<file path="config.mk">
export PLATFORM = sky130hd
export DESIGN_NAME = normalize_float64
export DESIGN_NICKNAME = d
export VERILOG_FILES = /design/src/rtl/normalize_float64.sv
export SDC_FILE = /design/constraint.sdc
export NUM_CORES = 1
export LEC_CHECK = 0
export BUFFER_PORTS_ARGS = -buffer_cell sky130_fd_sc_hd__buf_4
export CAP_MARGIN = 10
export CORE_AREA = 2 2 189 191
export DETAILED_ROUTE_END_ITERATION = 16
export DIE_AREA = 0 0 191 193
export SYNTH_ARGS = -nofsm -noshare
export SYNTH_HDL_FRONTEND = slang
export SYNTH_SLANG_ARGS = --single-unit
</file>
<file path="constraint.sdc">
create_clock -name ap_clk -period 7.8 [get_ports ap_clk]
set_input_delay 0.78 -clock ap_clk [delete_from_list [all_inputs] [get_ports ap_clk]]
set_output_delay 0.78 -clock ap_clk [all_outputs]
set_load 0.005 [all_outputs]
</file>
<file path="src/rtl/normalize_float64.sv">
// normalize_float64: finds the leading-zero count of an unnormalized float64
// significand and left-justifies it so that the leading one sits in bit 62.
// The exponent is adjusted to match. The outputs feed the round-and-pack
// stage's zSign/zExp/zSig inputs through the ap_start/ap_done handshake.
//
// Optional build macro NORMALIZE_FAST_LZC_EN replaces the 6-step iterative
// leading-zero search with a single-cycle combinational counter in FIN.
// This gives a latency of 1 instead of 7, and the results are bit-identical.
module normalize_float64 (
  input  logic               ap_clk,
  input  logic               ap_rst_n,
  input  logic               ap_start,
  output logic               ap_done,
  output logic               ap_idle,
  output logic               ap_ready,
  input  logic               zSign,
  input  logic signed [11:0] zExp,
  input  logic        [63:0] zSig,
  output logic               zSign_o,
  output logic signed [11:0] zExp_o,
  output logic        [63:0] zSig_o
);

  typedef enum logic [2:0] {
    S_IDLE = 3'b001,
    S_LZC  = 3'b010,
    S_FIN  = 3'b100
  } state_t;

  state_t state;

  // Captured job and working significand
  logic               sgn_r;
  logic signed [11:0] exp_r;
  logic        [63:0] work_r;
  logic               zero_r;

  // Result of the current job, valid while in FIN
  logic        [6:0]  c_cnt;
  logic        [63:0] norm_sig;
  logic        [63:0] res_sig;
  logic signed [11:0] res_exp;

  // Last delivered result, presented outside FIN
  logic               hold_sign;
  logic signed [11:0] hold_exp;
  logic        [63:0] hold_sig;

  // Drop one position to the right, folding the lost bit into bit 0 so
  // that the round stage still sees it as sticky.
  function automatic logic [63:0] jam_shr1(input logic [63:0] v);
    return {1'b0, v[63:2], v[1] | v[0]};
  endfunction

`ifdef NORMALIZE_FAST_LZC_EN
  // Priority search from the MSB; an all-zero input yields 64.
  function automatic logic [6:0] lzc64(input logic [63:0] v);
    logic [6:0] n;
    logic       found;
    n     = 7'd64;
    found = 1'b0;
    for (int i = 63; i >= 0; i--) begin
      if (!found && v[i]) begin
        n     = 7'(63 - i);
        found = 1'b1;
      end
    end
    return n;
  endfunction
`else
  logic [6:0] clz_r;
  logic [2:0] step_r;
  logic [6:0] lzc_w;
  logic       top_zero;

  // Binary-search window for this step: 32, 16, 8, 4, 2, 1 bits.
  assign lzc_w    = 7'd32 >> step_r;
  assign top_zero = (work_r >> (7'd64 - lzc_w)) == 64'd0;
`endif

  // Control FSM: accept in IDLE, search, present the result for one cycle in FIN
  always_ff @(posedge ap_clk) begin
    if (!ap_rst_n) begin
      state <= S_IDLE;
    end else begin
      case (state)
        S_IDLE: begin
          if (ap_start) begin
`ifdef NORMALIZE_FAST_LZC_EN
            state  <= S_FIN;
`else
            state  <= S_LZC;
            step_r <= 3'd0;
`endif
          end
        end
`ifndef NORMALIZE_FAST_LZC_EN
        S_LZC: begin
          step_r <= step_r + 3'd1;
          if (step_r == 3'd5) state <= S_FIN;
        end
`endif
        S_FIN:   state <= S_IDLE;
        default: state <= S_IDLE;
      endcase
    end
  end

  // Datapath: capture the job on accept, then shift out leading zero windows
  always_ff @(posedge ap_clk) begin
    if (state == S_IDLE && ap_start) begin
      sgn_r  <= zSign;
      exp_r  <= zExp;
      work_r <= zSig;
      zero_r <= (zSig == 64'd0);
`ifndef NORMALIZE_FAST_LZC_EN
      clz_r  <= 7'd0;
    end else if (state == S_LZC && top_zero) begin
      work_r <= work_r << lzc_w;
      clz_r  <= clz_r + lzc_w;
`endif
    end
  end

  // Result formation: the leading one sits in bit 63 of norm_sig, and one
  // jammed right shift places it in bit 62 (exponent gains the +1).
  always_comb begin
`ifdef NORMALIZE_FAST_LZC_EN
    c_cnt    = zero_r ? 7'd64 : lzc64(work_r);
    norm_sig = work_r << c_cnt;
`else
    // The search tops out at 63 on a zero significand, so zero is tracked apart.
    c_cnt    = zero_r ? 7'd64 : clz_r;
    norm_sig = work_r;
`endif
    res_sig = jam_shr1(norm_sig);
    res_exp = exp_r - $signed({5'd0, c_cnt}) + 12'sd1;
  end

  // Holding registers keep the last result visible between jobs
  always_ff @(posedge ap_clk) begin
    if (!ap_rst_n) begin
      hold_sign <= 1'b0;
      hold_exp  <= 12'sd0;
      hold_sig  <= 64'd0;
    end else if (state == S_FIN) begin
      hold_sign <= sgn_r;
      hold_exp  <= res_exp;
      hold_sig  <= res_sig;
    end
  end

  assign ap_done  = (state == S_FIN);
  assign ap_ready = (state == S_FIN);
  assign ap_idle  = (state == S_IDLE) && !ap_start;

  assign zSign_o  = (state == S_FIN) ? sgn_r   : hold_sign;
  assign zExp_o   = (state == S_FIN) ? res_exp : hold_exp;
  assign zSig_o   = (state == S_FIN) ? res_sig : hold_sig;

endmodule
</file>
==> impl_metrics.ini <==
[grt]
grt.met3_usage = 0.0545
gr-total-overflow = 0
grt_pass1_wl_um = 79600
grt_antenna_before_repair = 0
all_layer_global_routing_usage = 0.286
grt_max_degree = 81
gr-usage-met2 = 0.422
grt_busiest_layer = met2
use_met1 = 0.420
number_of_global_route_vias_before_repair = 12900

[setup_path]
cpMaxStageDelayCell = sky130_fd_sc_hd__a2111oi_0
critical_path_arrival_ns = 6.85
crit_path_max_fanout = 41
path_common_cell = sky130_fd_sc_hd__inv_1
critical-path-max-stage-delay_ns = 0.82
critPathKind = reg2reg
cp_num_buf_inv = 4
cp_data_required_time_ns = 7.89
worst_path_dominant_cell_family = compound AO/OA/AOI/OAI gates
critical_path.startpoint_type = register
critical_path.endpoint_type = register
worstPathCellList = inv_1, ha_1, and2_1, inv_2, ha_2, inv_1, a2111oi_0, o21a_1, a21oi_1, o31ai_1, o22ai_1, a2111oi_4, o2111ai_4, nand3_2, buf_4

[placed_design]
dp.final_hpwl_um = 40200
pre_cts_ws_ns = 1.15
dpl-instance-area_um2 = 15100
number_of_buffer_cells_added_on_primary_ports = 159
gp_routability_congestion = 0.940

[cts]
cts.hold.buffers_added = 0
h_tree_levels = 4
clock_insertion_delay_worst_skew_ns = 0.46
clock_tree.root_cell = sky130_fd_sc_hd__clkbuf_16
max-clock-path-buffers = 2
tritoncts_clock_tree = built
cts-buffers-inserted = 17
cts.repair.resized = 0
clock_pin_slew_on_the_worst_setup_and_hold_paths_ns = 0.08
post_cts_buffers = 0
clock_sink_count = 168

[timing]
fin_ws_ns = 1.04
drv_slew = 0
setup-violations-final = 0
tightest_slew_ns = 1.15
fmaxAchievable_mhz = 148
hold_violations = 0
rsz0062_at_grt = false
final.period_utilization = 0.866
finalCriticalPeriod_ns = 6.76
timing.setup.tns_ns = 0
worst_slew_slack_as_a_fraction_of_its_limit = 0.232
worst_clock_skew_ns = 0.0119

[detailed_routing]
vias = 13800
number_of_vias_per_cell = 6.16
detailedRoute.firstIterationViolations = 1707
final_antenna_net_count = 0
dr.pass1.iters = 5
detail_route.drc_violations = 0
route.final.wire_length_um = 53100
wl_per_cell_um = 23.8

[pwr]
powerDensity_nw_per_um2 = 177
clkPwrFrac = 0.314
p_total_mw = 2.77
vdd_ir_drop_max_mv = 0.166
swShare = 0.368
p_int_mw = 1.75
p_leak_nw = 6.82
pwr-share-seq = 0.402
power.share.combinational = 0.284
switching_power_mw = 1.02

[logic_synthesis]
sequential_cell_area_fraction_in_the_yosys_report = 0.304
synthDominantAreaCellType = sky130_fd_sc_hd__edfxtp_1
synth_top_flop_cell = sky130_fd_sc_hd__dfxtp_1
yosysTopAreaCellShare = 0.177
synth.net_count = 1810
count_of_unique_library_cells_instantiated_by_yosys = 79
netlist_instances = 1701
synth.cell_area_um2 = 13800
synth_area_per_cell_um2 = 8.08
postSynth.asyncResetShare = 0
synth_seq_cells = 168
most_area_consuming_cells_after_synthesis = sky130_fd_sc_hd__edfxtp_1 (18%), sky130_fd_sc_hd__mux2i_1 (13%), sky130_fd_sc_hd__dfxtp_1 (13%), sky130_fd_sc_hd__nand2_1 (8.7%), sky130_fd_sc_hd__a21oi_1 (6.6%)
synth-edff-count = 81
ys.warnings.count = 0

[final_layout]
layout_stage_area_growth_over_the_synthesis_result_pct = 14.2
ff_latch_area_um2 = 4170
fillers = 3518
antenna_cells = 0
multi_input_logic_area_um2 = 8820
nets = 1870
most_common_cell_after_layout_fill_and_taps_aside = sky130_fd_sc_hd__nand2_1
mostFrequentLayoutCells = sky130_fd_sc_hd__nand2_1 (317), sky130_fd_sc_hd__buf_4 (184), sky130_fd_sc_hd__a21oi_1 (182), sky130_fd_sc_hd__mux2i_1 (176), sky130_fd_sc_hd__dfxtp_1 (87)
layout.cell_area.non_filler_um2 = 15700
layout-drive-gt1-share = 0.151

[min_path]
worst_hold_path_type = reg2reg

[floorplan]
initial_util = 0.393
fp.coreArea_um2 = 35000
rows = 69
die_area_um2 = 36900
floorplan.die.width_um = 191
height_of_the_die_um = 193
ios = 160

[flow_run]
number_of_maximum_capacitance_constraint_violations = 0

[status]
outcome = finished, final reports clean
worst reg2reg max path: cells and delay by family, from the launching register on:
| kind | cells | cell delay, ns |
|---|---|---|
| compound gates | 7 | 2.33 |
| fa+ha+maj | 2 | 1.20 |
| buf+inv | 4 | 1.35 |
| flops | 1 | 0.43 |
| simple gates | 2 | 1.06 |
final cells by class:
cell class,count,share of cell area
multi-input combinational,1346,0.562
tap,461,0.0367
clock buffer,19,0.0289
sequential,168,0.266
clock inverter,13,0.00837
inverter,44,0.0105
timing repair buffer,184,0.0880
power by group through the flow:
stage | clock (mW) | sequential [mW] | combinational, mW
floorplan | 0 | 1.05 | 0.529
global placement | 0 | 1.12 | 0.767
detailed placement | 0 | 1.12 | 0.767
CTS | 0.886 | 1.10 | 0.771
global route | 0.917 | 1.11 | 0.846
finish | 0.871 | 1.11 | 0.788
cells in the mapped netlist (all sizes together) (18+ instances only):
master   instances
clkbuf          95
nor2            70
a211oi          48
edfxtp          81
a2111oi         45
o211ai          21
and2            19
o21ai           75
a21o            21
nor4            34
inv             43
mux2i          176
nand2          319
and3            54
a21oi          182
nor3            18
buf             48
dfxtp           87
ha              28
nor2b           22
a31oi           18
sequential cells by signal (all words and copies together) (netlist names):
signal,flops
clz_r,7
exp_r,12
hold_exp,12
hold_sig,64
hold_sign,1
norm_sig,64
sgn_r,1
state,3
step_r,3
zero_r,1
routing by layer:
layer / up-vias / part of all wire
li1: 6444 / -
met3: 68 / 0.090
met4: 0 / 0.025
met2: 679 / 0.43
met1: 6577 / 0.46
met5: - / 0
final timing paths:
kind,from,to,slack [ns],depth (start not counted)
worst max-delay path,step_r[0]$_SDFFCE_PN0P_,norm_sig[35]$_DFFE_PP_,1.04,15
worst min-delay path,hold_sig[43]$_SDFF_PN0_,hold_sig[43]$_SDFF_PN0_,0.46,2
worst max register to register,step_r[0]$_SDFFCE_PN0P_,norm_sig[35]$_DFFE_PP_,1.04,15
worst min register to register,hold_sig[43]$_SDFF_PN0_,hold_sig[43]$_SDFF_PN0_,0.46,2
kinds of logic after synthesis:
family / Yosys count / synth area share
AOI/OAI and AO/OA: 517 / 0.249
xor gates and xnor gates: 15 / 0.0101
adders and majority gates: 30 / 0.0277
buffers and inverters: 187 / 0.0576
DFF: 168 / 0.304
muxes: 199 / 0.158
and+or+nand+nor: 585 / 0.194
through the flow:
| stage | hold slack, ns | cells | utilization |
|---|---|---|---|
| after floorplan | 0.444 | 1701 | - |
| after global placement | 0.450 | 2203 | 0.432 |
| after detailed placement | 0.455 | 2203 | 0.432 |
| after CTS | 0.464 | 2235 | 0.449 |
| after global routing | 0.476 | 2235 | 0.449 |
| final | 0.462 | 2235 | 0.449 |
No activity file was read; power rests on OpenSTA's default activity.
